--- config.mk ---
export PLATFORM = sky130hd
export DESIGN_NAME = sw_debounce
export DESIGN_NICKNAME = d
export VERILOG_FILES = /design/src/rtl/sw_debounce.sv
export SDC_FILE = /design/constraint.sdc
export NUM_CORES = 1
export LEC_CHECK = 0
export BUFFER_PORTS_ARGS = -buffer_cell sky130_fd_sc_hd__buf_2
export CORE_MARGIN = 2
export CORE_UTILIZATION = 35
export CTS_BUF_LIST = sky130_fd_sc_hd__clkbuf_16
export CTS_CLUSTER_DIAMETER = 80
export DETAILED_ROUTE_END_ITERATION = 12
export GPL_TIMING_DRIVEN = 0
export HOLD_SLACK_MARGIN = 0.08
export PLACE_DENSITY_LB_ADDON = 0.2
export SKIP_CTS_REPAIR_TIMING = 1
export SKIP_LAST_GASP = 1
export SYNTH_ARGS = -nofsm -noshare
export SYNTH_HDL_FRONTEND = slang
export SYNTH_SLANG_ARGS = --single-unit
export TNS_END_PERCENT = 10
--- constraint.sdc ---
create_clock -name clk_i -period 1.7 [get_ports clk_i]
set_input_delay 0.255 -clock clk_i [delete_from_list [all_inputs] [get_ports clk_i]]
set_output_delay 0.255 -clock clk_i [all_outputs]
set_load 0.005 [all_outputs]
--- src/rtl/sw_debounce.sv ---
// Slide-switch synchroniser, debouncer and edge detector with optional sticky event flags.
// Optional sticky event register: define SW_DEBOUNCE_EVT_LATCH_EN to build it.
module sw_debounce #(
    parameter int unsigned WIDTH        = 16,
    parameter int unsigned TICK_DIV     = 50000,
    parameter int unsigned STABLE_TICKS = 8
) (
    input  logic             clk_i,
    input  logic             arst_n_i,
    input  logic [WIDTH-1:0] sw_i,
    output logic [WIDTH-1:0] sw_o,
    output logic [WIDTH-1:0] rise_o,
    output logic [WIDTH-1:0] fall_o,
    output logic             chg_o,
    output logic [WIDTH-1:0] evt_o,
    input  logic             evt_clr_i
);

    localparam int unsigned TICK_W = (TICK_DIV > 2) ? $clog2(TICK_DIV) : 1;
    localparam int unsigned CNT_W  = (STABLE_TICKS > 1) ? $clog2(STABLE_TICKS + 1) : 1;

    localparam logic [TICK_W-1:0] TICK_LAST = TICK_W'(TICK_DIV - 1);
    localparam logic [CNT_W-1:0]  CNT_LAST  = CNT_W'(STABLE_TICKS - 1);

    logic [WIDTH-1:0]            s1_q;
    logic [WIDTH-1:0]            s2_q;
    logic [TICK_W-1:0]           tick_cnt_q, tick_cnt_d;
    logic                        tick_c;
    logic [WIDTH-1:0][CNT_W-1:0] cnt_q, cnt_d;
    logic [WIDTH-1:0]            sw_q, sw_d;
    logic [WIDTH-1:0]            rise_q, rise_d;
    logic [WIDTH-1:0]            fall_q, fall_d;
    logic                        chg_q, chg_d;

    // Two-flop synchroniser for the asynchronous switch pins.
    always_ff @(posedge clk_i or negedge arst_n_i) begin
        if (!arst_n_i) begin
            s1_q <= '0;
            s2_q <= '0;
        end else begin
            s1_q <= sw_i;
            s2_q <= s1_q;
        end
    end

    // Free-running prescaler; tick marks its last count.
    assign tick_c = (tick_cnt_q == TICK_LAST);

    always_comb begin
        tick_cnt_d = tick_cnt_q + TICK_W'(1);
        if (tick_c) begin
            tick_cnt_d = '0;
        end
    end

    // Per-bit stability counters: a glitch back to the held level discards progress.
    always_comb begin
        cnt_d  = cnt_q;
        sw_d   = sw_q;
        rise_d = '0;
        fall_d = '0;
        for (int i = 0; i < int'(WIDTH); i++) begin
            if (s2_q[i] == sw_q[i]) begin
                cnt_d[i] = '0;
            end else if (tick_c && (cnt_q[i] == CNT_LAST)) begin
                cnt_d[i]  = '0;
                sw_d[i]   = s2_q[i];
                rise_d[i] = s2_q[i];
                fall_d[i] = ~s2_q[i];
            end else if (tick_c) begin
                cnt_d[i] = cnt_q[i] + CNT_W'(1);
            end
        end
        chg_d = (|rise_d) | (|fall_d);
    end

    always_ff @(posedge clk_i or negedge arst_n_i) begin
        if (!arst_n_i) begin
            tick_cnt_q <= '0;
            cnt_q      <= '0;
            sw_q       <= '0;
            rise_q     <= '0;
            fall_q     <= '0;
            chg_q      <= 1'b0;
        end else begin
            tick_cnt_q <= tick_cnt_d;
            cnt_q      <= cnt_d;
            sw_q       <= sw_d;
            rise_q     <= rise_d;
            fall_q     <= fall_d;
            chg_q      <= chg_d;
        end
    end

    assign sw_o   = sw_q;
    assign rise_o = rise_q;
    assign fall_o = fall_q;
    assign chg_o  = chg_q;

`ifdef SW_DEBOUNCE_EVT_LATCH_EN
    logic [WIDTH-1:0] evt_q, evt_d;

    // Sticky flags: a strobe in the same cycle as a clear keeps its bit set.
    always_comb begin
        evt_d = evt_q;
        if (evt_clr_i) begin
            evt_d = '0;
        end
        evt_d = evt_d | rise_q | fall_q;
    end

    always_ff @(posedge clk_i or negedge arst_n_i) begin
        if (!arst_n_i) begin
            evt_q <= '0;
        end else begin
            evt_q <= evt_d;
        end
    end

    assign evt_o = evt_q;
`else
    logic unused_evt_clr;

    assign unused_evt_clr = evt_clr_i;
    assign evt_o          = '0;
`endif

endmodule
### Yosys cells after proc, flatten, opt, wreduce, memory -nomap -nowiden

Index checks and enable logic that the tools add are counted.

* flip-flop bits (word level): 161
* input port bits: 19
* output and inout bits: 65
* word-level logic and storage cells: 284

* add/sub/neg operators: 17
* equal/unequal tests: 33
* mux-type cells: 113
* bitwise operators: 33
* reductions and logical operators: 50

Operators with widths (number)
* 2-to-1 mux 4 bit: 48
* adder 4 x 1 -> 4 bit (second input constant): 16
* == test 4 x 3 -> 1 bit (second input constant): 16
* 2-to-1 mux 1 bit: 64
* nonzero test 3 bit: 16
* inverter 1 bit: 32
* AND reduction 2 bit: 16
* OR reduction 16 bit: 2
* adder 16 x 1 -> 16 bit (second input constant): 1
* == test 1 bit: 16
* == test 16 bit (second input constant): 1
* logical AND 1 bit: 16
* 2-to-1 mux 16 bit: 1
* bitwise OR 1 bit: 1

### Longest topological paths before layout

Gate-level depths: netlist of the first run.

* depth after elaboration: 6
* mapped depth: 8
* depth with buffers taken out: 5

### Worst setup path before layout of the first run

Ideal clock, no wire load.

* path type: register -> register
* from: register tick_cnt_q[0]
* to: register sw_q[15], in the netlist sw_o[15]
* setup time: 0.125 ns
* arrival time: 1.726 ns
* data required time: 1.575 ns
* slack: -0.150 ns
* stages on the path, launching flop included: 8
* clock period less this slack: 1.850 ns
* cell sequence: dfrtp_1 -> ha_1 -> and3_1 -> and4_1 -> buf_2 -> buf_4 -> nand2_1 -> mux2_2

* word-level cells in the longest chain between the ends: 3

Ends and longest elaborated chain
* from (decl): RTL line 27 `logic [TICK_W-1:0] tick_cnt_q, tick_cnt_d;`
* from (signal assigned): RTL line 86 `tick_cnt_q <= tick_cnt_d;`
* == test 16 bit: RTL line 47 `assign tick_c = (tick_cnt_q == TICK_LAST);`
* logical AND 1 bit: RTL line 65 `end else if (tick_c && (cnt_q[i] == CNT_LAST)) begin`
* AND reduction 2 bit (no line)
* to (signal assigned): RTL line 88 `sw_q <= sw_d;`
* to (decl): RTL line 30 `logic [WIDTH-1:0] sw_q, sw_d;`

No other way between the ends.
A chain may end at the register's enable or synchronous reset.

### Worst setup path in the final report of the first run

* from: register sw_q[7], in the netlist sw_o[7]
* to: register chg_q, in the netlist chg_o

* word-level cells in the longest chain between the ends: 4

Ends and longest elaborated chain
* == test 1 bit *: RTL line 63 `if (s2_q[i] == sw_q[i]) begin`
* 2-to-1 mux 1 bit: RTL line 63
* OR reduction 16 bit: RTL line 74 `chg_d = (|rise_d) | (|fall_d);`
* bitwise OR 1 bit *: RTL line 74
* via chg_d: RTL line 33 `logic chg_q, chg_d;`
* to (signal assigned): RTL line 91 `chg_q <= chg_d;`
* to (decl): RTL line 33

Mark *: on every way through the listed nets, which the timed path passes. The rest lies on a longest branch.

==> flow_summary_export.csv, run 1 <==
group,metric,value,unit
die,die_w,144,um
pwr,p_comb_frac,0.028,
clock_network,path_clk_slew,70,ps
clock_network,cts_max_path_buffers,2,
clock_network,clock_sinks,161,
sta,fin_tns_setup,-17750,ps
pwr,p_leak,0.00377,uW
yosys,synth_largest_area_cell,"dfrtp_1",
place,dp_hpwl,10200,um
clock_network,clk_latency,430,ps
hold_path,hold_class,"register to register",
critical_path,worstPathMaxFanout,5,
critical_path,timing.rr.start,"sw_o[7]$_DFFE_PN0P_",
outcome,violations,"setup timing",
yosys,synth_cell_types,36,
clock_network,cts_buffers,17,
yosys,avgSynthCellArea,11.0,um^2
clock_network,cts_tree,"built",
outcome,status,"finished with violations",
yosys,synthArstFlopShare,1.00,
pwr,p_switching,1780,uW
pwr,cell_internal_pwr,5980,uW
yosys,netlist.area_leader.share,0.586,
global_route,grt_antenna_before_repair,0,
sta,skew,13.3,ps
critical_path,start_kind,"register",
yosys,synthFlopType,"dfrtp_1",
pwr,p_seq_frac,0.502,
global_route,overflow,0,
critical_path,arrival,2260,ps
pwr,swShare,0.229,
detailed_routing,drc,0,
sta,rsz0062_at_grt,"yes",
finish,instances_no_fill,1022,
die,row_count,51,
pwr,ir_drop,603,uV
place,io_buffers,66,
yosys,synth_warnings,0,
finish,final_nets,780,
critical_path,critPathLaunch,"sw_o[7]$_DFFE_PN0P_",
global_route,grt_max_degree,96,
critical_path,path_cells,"xnor2_1 > o32ai_1 > nor4_1 > a31oi_1",
yosys,yosysSeqAreaShare,0.586,
detailed_routing,vias,5031,
pwr,p_per_area,919,nW/um^2
die,core_area,19400,um^2
yosys,synthTopCellsByArea,"dfrtp_1 (59%), a21oi_1 (4.7%), nand2_1 (3.5%)",
yosys,netlist_top_cells_count,"dfrtp_1 (161), a21oi_1 (64), nand2_1 (64)",
sta,setup_ws,-281,ps
finish,drive_gt1_frac,0.203,
place,dp_cells,971,
die,initial_core_util,0.355,
pwr,clockPowerShare,0.470,
pwr,totalPowerFinal,7760,uW
sta,final-setup-viol-count,122,
die,dieArea,20800,um^2
yosys,synth.most_common_cell,"dfrtp_1",
yosys,syn_inst,624,
die,pin_count,84,
detailed_routing,firstDrtPassIters,5,
critical_path,worstSetupEndpointType,"register",
critical_path,critical_path_required,1980,ps
finish,area_growth,22.7,%
yosys,synth_edf_count,0,
critical_path,slowest_delay,580,ps
critical_path,slowest_stage,"nor4_1",
global_route,grt_first_pass_wirelength,25200,um
sta,slew_headroom,0.581,
global_route,grt_pass1_vias,5000,
clock_network,htree_levels,4,
yosys,syn-cell-area,6880,um^2
sta,hold_violations,0,
sta,slew_viol_final,0,
sta,finalCriticalPeriod,1980,ps
detailed_routing,routedWlPerCell,14.9,um
clock_network,clockRootBuffer,"clkbuf_16",
sta,fin_worst_hold_slack,348,ps
die,die_y,144,um
sta,tightest_slew,628,ps
sta,fmax,0.505,GHz
place,place.gp.congestion,0.777,
sta,min_period_over_period,1.17,
detailed_routing,wirelength,15300,um
hold_path,hp-start,"s1_q[4]$_DFF_PN0_",
yosys,ys_ff_latch,161,
detailed_routing,via_per_inst,4.92,
finish,n_antenna_cell,0,
flow_run,maxCapViolCount,0,
critical_path,path_class,"register to register",
global_route,track_usage,0.158,
detailed_routing,drt_iter0_markers,332,
detailed_routing,ant_nets,0,
## registers in the layout (all words and copies together), names as in the netlist
signal and count:
chg_o 1, cnt_q 64, fall_o 16, rise_o 16, s1_q 16, s2_q 16
sw_o 16, tick_cnt_q 16
## layout by cell type, fill, tap and decap left out, types with 6 or more instances in the layout
| cell type | instances |
|---|---|
| dfrtp_1 | 158 |
| buf_2 | 68 |
| a21oi_1 | 64 |
| nand2_1 | 64 |
| o21ai_0 | 33 |
| or3_1 | 24 |
| nor2_1 | 23 |
| xnor2_1 | 22 |
| nand3_1 | 22 |
| inv_1 | 21 |
| nand3b_1 | 20 |
| buf_4 | 20 |
| nor3b_1 | 18 |
| clkbuf_16 | 17 |
| dlygate4sd3_1 | 17 |
| or4_1 | 16 |
| ha_1 | 16 |
| conb_1 | 16 |
| mux2_2 | 14 |
| nor3_1 | 13 |
| nand2b_1 | 9 |
| and2_1 | 7 |
| nor4_1 | 6 |
## layout make-up
class,count,area [um^2]
tap,265,332
clock inverter,15,135
fill,1873,11000
multi-input combinational,424,2640
inverter,20,75.1
clock buffer,17,425
sequential,161,4030
buffer,34,258
timing repair buffer,86,549
## cells by family (layout without fill, tap and decap cells)
| group | Yosys count | after routing | synth area share |
|---|---|---|---|
| AO/OA/AOI/OAI | 111 | 111 | 0.0853 |
| XOR/XNOR | 26 | 26 | 0.0331 |
| adder cells (fa/ha/maj) | 17 | 17 | 0.0309 |
| buffers and inverters | 54 | 172 | 0.0416 |
| flip-flops | 161 | 161 | 0.586 |
| multiplexers | 14 | 14 | 0.0229 |
| other | 1 | 16 | 0.000545 |
| AND/OR/NAND/NOR | 240 | 240 | 0.200 |
## metrics by stage
step	utilization	setup slack, ps	cell area [um^2]
3_3_place_gp	0.392	-2000	7610
5_1_grt	0.435	-362	8450
4_1_cts	0.423	-684	8200
2_1_floorplan	-	-64.4	6940
6_report	0.435	-281	8450
3_5_place_dp	0.394	-656	7640
## final timing paths
path	endpoint	slack (ps)	cells after the start
worst min register to register	s2_q[4]$_DFF_PN0_	350	0
min in group asynchronous	s1_q[0]$_DFF_PN0_	380	2
worst min-delay path	s2_q[4]$_DFF_PN0_	350	0
max in group asynchronous	cnt_q[50]$_DFFE_PN0P_	450	3
worst max register to register	chg_o$_DFF_PN0_	-280	4
worst max-delay path	chg_o$_DFF_PN0_	-280	4
## routing by layer
metal / GRT usage / share of wire / up-vias
li1: - / - / 2407
met5: 0 / 0 / -
met1: 0.214 / 0.47 / 2478
met2: 0.246 / 0.46 / 131
met3: 0.0444 / 0.050 / 15
met4: 0.0572 / 0.016 / 0
## critical path, delay by kind of cell, from the launching register on
kind | cells | cell delay [ps]
flip-flops | 1 | 440
AND/OR/NAND/NOR | 1 | 580
XOR/XNOR | 1 | 450
AO/OA/AOI/OAI | 2 | 360
## power by group through the flow
stage                     clock network (uW)  logic, uW  registers (uW)
after floorplan                            0       74.8            3960
after global placement                     0        180            3960
after detailed placement                   0        193            3960
after CTS                               3800        194            3890
after global routing                    3970        250            3900
final                                   3650        218            3890
No activity file was read; power rests on OpenSTA's default activity.
==> run 2, diff against run 1 <==
Settings changed: PLACE_DENSITY set to 0.63, PLACE_DENSITY_LB_ADDON 0.2 to not set.
Clock period 1.7 ns to 2.5 ns, I/O delays scaled along.
==> run 2 against run 1 <==
Compared with the run above:
- the run now ends clean
- cell count fell by 0.20%
- clock power decreased by 26%
- via count shrank 0.52%
- combinational power fell by 31%
- core utilization shrank 0.15 points
- highest routed layer unchanged
==> flow_summary_export.csv, run 2 (synthesis gave the netlist of run 1 again) <==
group,metric,value,unit
sta,skew,7.72,ps
critical_path,start_kind,"register",
finish,top_register,"cnt_q",
pwr,p_per_area,653,nW/um^2
finish,area_growth,22.3,%
global_route,grt_antenna_before_repair,0,
flow_run,maxCapViolCount,0,
die,pin_count,84,
sta,final-setup-viol-count,0,
hold_path,hold_class,"register to register",
detailed_routing,via_per_inst,4.91,
die,row_count,51,
place,place.gp.congestion,0.798,
sta,rsz0062_at_grt,"no",
die,dieArea,20800,um^2
sta,hold_violations,0,
detailed_routing,wirelength,14700,um
sta,fmax,0.423,GHz
sta,min_period_over_period,0.945,
detailed_routing,firstDrtPassIters,5,
clock_network,clockRootBuffer,"clkbuf_16",
pwr,p_leak,0.00377,uW
clock_network,cts_max_path_buffers,2,
finish,fin_util,0.434,
finish,drive_gt1_frac,0.185,
critical_path,arrival,2710,ps
finish,fillers,1864,
sta,slew_headroom,0.577,
detailed_routing,routedWlPerCell,14.4,um
critical_path,worstPathMaxFanout,10,
finish,final_nets,778,
global_route,track_usage,0.153,
critical_path,path_class,"register to register",
clock_network,path_clk_slew,70,ps
global_route,overflow,0,
detailed_routing,vias,5005,
finish,layout_common_cells,"dfrtp_1 (161), buf_2 (69), a21oi_1 (64), nand2_1 (64), o21ai_0 (34)",
sta,finalCriticalPeriod,2360,ps
global_route,grt_pass1_vias,4661,
place,dp_hpwl,9820,um
clock_network,htree_levels,4,
outcome,status,"finished, final reports clean",
detailed_routing,drc,0,
finish,n_antenna_cell,0,
global_route,grt_max_degree,98,
pwr,ir_drop,481,uV
clock_network,clk_latency,430,ps
die,core_area,19400,um^2
clock_network,cts_tree,"built",
sta,fin_tns_setup,0,ps
die,die_y,144,um
sta,slew_viol_final,0,
detailed_routing,drt_iter0_markers,355,
critical_path,critical_path_required,2850,ps
die,die_w,144,um
die,initial_core_util,0.355,
sta,tightest_slew,634,ps
critical_path,worstSetupEndpointType,"register",
global_route,grt_first_pass_wirelength,24300,um
clock_network,clock_sinks,161,
finish,largest_register_ffs,64,
finish,final_common_cell,"dfrtp_1",
detailed_routing,ant_nets,0,
place,io_buffers,66,
clock_network,cts_buffers,17,
-- run 2: layout make-up --
type | instances | area (um^2) | area share
Buffer | 34 | 214 | 0.0254
Clock buffer | 17 | 425 | 0.0506
Clock inverter | 15 | 181 | 0.0216
Inverter | 20 | 75.1 | 0.00892
Multi-Input combinational cell | 424 | 2620 | 0.311
Sequential cell | 161 | 4030 | 0.479
Tap cell | 265 | 332 | 0.0394
Timing Repair Buffer | 84 | 538 | 0.0639
-- run 2: worst paths after layout --
kind / from / slack (ps) / end / cells past startpoint
max: tick_cnt_q[0]$_DFF_PN0_ / 140 / cnt_q[24]$_DFFE_PN0P_ / 7
min: s1_q[3]$_DFF_PN0_ / 340 / s2_q[3]$_DFF_PN0_ / 0
max reg2reg: tick_cnt_q[0]$_DFF_PN0_ / 140 / cnt_q[24]$_DFFE_PN0P_ / 7
min reg2reg: s1_q[3]$_DFF_PN0_ / 340 / s2_q[3]$_DFF_PN0_ / 0
max in group asynchronous: arst_n_i / 1150 / cnt_q[19]$_DFFE_PN0P_ / 3
min in group asynchronous: arst_n_i / 490 / s2_q[13]$_DFF_PN0_ / 2
-- run 2: where the power goes --
| part | total [uW] | internal (uW) | leakage (uW) | switching (uW) |
|---|---|---|---|---|
| Clock | 2700 | 1580 | 0.000290 | 1110 |
| Combinational | 151 | 60.9 | 0.00132 | 89.9 |
| Sequential | 2650 | 2630 | 0.00216 | 16.0 |
-- run 2: per-layer routing --
layer | GRT usage | wire, um | share of wire
met2 | 0.234 | 6700 | 0.46
met3 | 0.0348 | 625 | 0.043
met1 | 0.212 | 7090 | 0.48
met5 | 0 | 0 | 0
met4 | 0.0572 | 258 | 0.018
-- run 2: worst max-delay path, stage by stage, from the launching register on --
cell and delay, ps:
dfrtp_1 410, ha_1 250, and3_1 270, nand4_4 160
clkbuf_2 320, clkbuf_1 540, nand2_1 140, a21oi_1 180
-- run 2: through the flow --
stage | cell area [um^2] | worst slack, ps | hold slack [ps] | power, uW | cells
floorplan | 6940 | 650 | 79.4 | 2740 | 639
global placement | 7600 | -1550 | 332 | 2820 | 970
detailed placement | 7640 | -43.3 | 335 | 2830 | 971
CTS | 8240 | -44.4 | -95.0 | 5550 | 1003
global route | 8420 | 13.1 | 352 | 5700 | 1020
finish | 8420 | 138 | 344 | 5490 | 1020
==> run 3, diff against run 2 <==
--- a/config.mk
+++ b/config.mk
@@ -7,2 +7,3 @@
 export LEC_CHECK = 0
+export ABC_AREA = 1
 export BUFFER_PORTS_ARGS = -buffer_cell sky130_fd_sc_hd__buf_2
@@ -15,3 +16,3 @@
 export HOLD_SLACK_MARGIN = 0.08
-export PLACE_DENSITY = 0.63
+export PLACE_DENSITY = 0.5
 export SKIP_CTS_REPAIR_TIMING = 1
==> constraint.sdc (replaced) <==
create_clock -name clk_i -period 2.5 [get_ports clk_i]
set_input_delay 0 -clock clk_i [delete_from_list [all_inputs] [get_ports clk_i]]
set_output_delay 0 -clock clk_i [all_outputs]
set_load 0.005 [all_outputs]
==> run 3 against run 2 <==
Compared with the run above:
- synthesized cell count rose by 30%
- sequential share of layout area fell by 2.2 points
- die area rose by 5.3%
- cell count rose by 19%
- sequential power barely moved
- synthesized area rose by 5.4%
- sequential cell count did not move
- clock power barely moved
- setup slack improved by 190 ps
- count of clock-buffer cells in the layout did not move
- critical path type unchanged
- critical endpoint is now cnt_q[46]$_DFFE_PN0P_
- largest cell class unchanged
- largest power group unchanged
- highest routed layer unchanged
==> flow_summary_export.csv, run 3 <==
group,metric,value,unit
sta,slew_viol_final,0,
hold_path,hp-start,"sw_i[5]",
yosys,synthArstFlopShare,1.00,
hold_path,hold_end,"s1_q[5]$_DFF_PN0_",
global_route,grt_pass1_vias,5180,
global_route,grt_antenna_before_repair,0,
critical_path,critPathLaunch,"tick_cnt_q[0]$_DFF_PN0_",
yosys,synth.most_common_cell,"dfrtp_1",
sta,fin_tns_setup,0,ps
yosys,synth_cell_types,28,
hold_path,hold_class,"input port to register",
sta,tightest_slew,635,ps
critical_path,timing.rr.start,"tick_cnt_q[0]$_DFF_PN0_",
yosys,synth-xor-area-share,0.0302,
place,io_buffers,66,
outcome,status,"finished, final reports clean",
pwr,ir_drop,332,uV
global_route,overflow,0,
global_route,grt_max_degree,121,
detailed_routing,via_per_inst,4.54,
yosys,synth_top_family_by_area,"simple AND/OR/NAND/NOR gates",
yosys,synthFlopType,"dfrtp_1",
detailed_routing,drt_iter0_markers,313,
clock_network,path_clk_slew,70,ps
yosys,synth_warnings,0,
die,dieArea,21900,um^2
sta,skew,12.1,ps
yosys,synth_largest_area_cell,"dfrtp_1",
place,place_ws,267,ps
finish,largest_register_ffs,64,
detailed_routing,firstDrtPassIters,4,
critical_path,worstSetupEndpointType,"register",
die,core_area,20300,um^2
finish,regArea,4030,um^2
yosys,synthTopCellsByArea,"dfrtp_1 (56%), nand2_1 (6.9%), inv_1 (6.4%)",
die,pin_count,84,
critical_path,arrival,2460,ps
sta,hold_violations,0,
clock_network,cts_max_path_buffers,2,
yosys,ys_ff_latch,161,
critical_path,start_kind,"register",
critical_path,timing.rr.end,"cnt_q[46]$_DFFE_PN0P_",
global_route,track_usage,0.160,
clock_network,htree_levels,4,
critical_path,rrSetupSlack,330,ps
yosys,synth-simple-area-share,0.202,
sta,slew_headroom,0.577,
finish,drive_gt1_frac,0.146,
detailed_routing,vias,5512,
detailed_routing,drc,0,
pwr,p_per_area,624,nW/um^2
yosys,synth-compound-area-share,0.0854,
sta,setup_ws,332,ps
yosys,synth_edf_count,0,
place,place_area,8010,um^2
pwr,totalPowerFinal,5500,uW
flow_run,maxCapViolCount,0,
detailed_routing,ant_nets,0,
hold_path,min_path_cells,2,
yosys,netlist.area_leader.share,0.556,
clock_network,clockRootBuffer,"clkbuf_16",
finish,fin_area,8810,um^2
finish,layout_common_cells,"dfrtp_1 (161), nand2_1 (133), inv_1 (127)",
yosys,netlist_top_cells_count,"dfrtp_1 (161), nand2_1 (133), inv_1 (124)",
clock_network,clock_sinks,161,
finish,n_antenna_cell,0,
die,die_y,148,um
finish,area_growth,21.5,%
die,initial_core_util,0.357,
clock_network,cts_tree,"built",
sta,rsz0062_at_grt,"no",
yosys,avgSynthCellArea,8.94,um^2
clock_network,clk_latency,420,ps
sta,fin_worst_hold_slack,212,ps
detailed_routing,wirelength,16800,um
critical_path,worstRegToRegCells,8,
critical_path,path_class,"register to register",
yosys,synth_fa_ha_area_frac,0.0293,
sta,finalCriticalPeriod,2170,ps
die,die_w,148,um
global_route,grt_first_pass_wirelength,27000,um
critical_path,worstPathMaxFanout,10,
finish,final_common_cell,"dfrtp_1",
die,row_count,52,
clock_network,cts_buffers,17,
critical_path,critical_path_required,2800,ps
yosys,syn-cell-area,7250,um^2
yosys,syn_inst,811,
sta,fmax,0.461,GHz
sta,final-setup-viol-count,0,
finish,multiInputGateArea,2580,um^2
place,place.gp.congestion,0.766,
finish,fillers,2047,
finish,final_nets,967,
finish,top_register,"cnt_q",
pwr,p_leak,0.00481,uW
sta,min_period_over_period,0.867,
yosys,yosys-mux-area-fraction,0,
detailed_routing,routedWlPerCell,13.9,um
place,dp_hpwl,11600,um
yosys,yosysSeqAreaShare,0.556,
==> run 3: worst max-delay path by stage <==
stage | to | slack (ps) | cells past startpoint
3_5_place_dp | cnt_q[38]$_DFFE_PN0P_ | 270 | 8
5_1_grt | cnt_q[38]$_DFFE_PN0P_ | 180 | 8
3_3_place_gp | s1_q[14]$_DFF_PN0_ | -1150 | 1
6_report | cnt_q[46]$_DFFE_PN0P_ | 330 | 8
4_1_cts | cnt_q[38]$_DFFE_PN0P_ | 270 | 8
2_1_floorplan | tick_cnt_q[12]$_DFF_PN0_ | 920 | 11
==> run 3: critical path, cell delays in order, from the launching register on <==
cell and delay [ps]:
dfrtp_1 370, ha_1 200, nand3_2 140, nor2_2 400, nand2_4 140, buf_6 180
clkbuf_1 280, o21ai_0 250, a21oi_1 60
==> run 3: kinds of logic after synthesis <==
family,Yosys count
compound gates,107
other cells,1
fa+ha+maj,17
xor+xnor,25
flops,161
simple gates,343
buf+inv,157
==> run 3: per-layer routing <==
metal,part of all wire,routed length [um],GRT usage
met5,0,0,0
met4,0.0081,136,0.0371
met3,0.036,604,0.0392
met2,0.47,7880,0.253
met1,0.49,8210,0.222
==> run 3: layout make-up <==
type,instances,share of cell area
sequential,161,0.457
multi-input combinational,508,0.292
timing repair buffer,86,0.0645
inverter,125,0.0532
clock buffer,17,0.0483
tap,270,0.0383
buffer,32,0.0265
clock inverter,14,0.0197
==> run 3: where the power goes <==
part,internal [uW],switching (uW)
sequential,2630,17.4
clock,1650,1030
combinational,71.8,107
total,4350,1150
==> run 3: stage by stage <==
step           cells  utilization
3_5_place_dp    1163        0.395
4_1_cts         1194        0.424
3_3_place_gp    1162        0.393
6_report        1213        0.434
2_1_floorplan    826            -
5_1_grt         1213        0.434
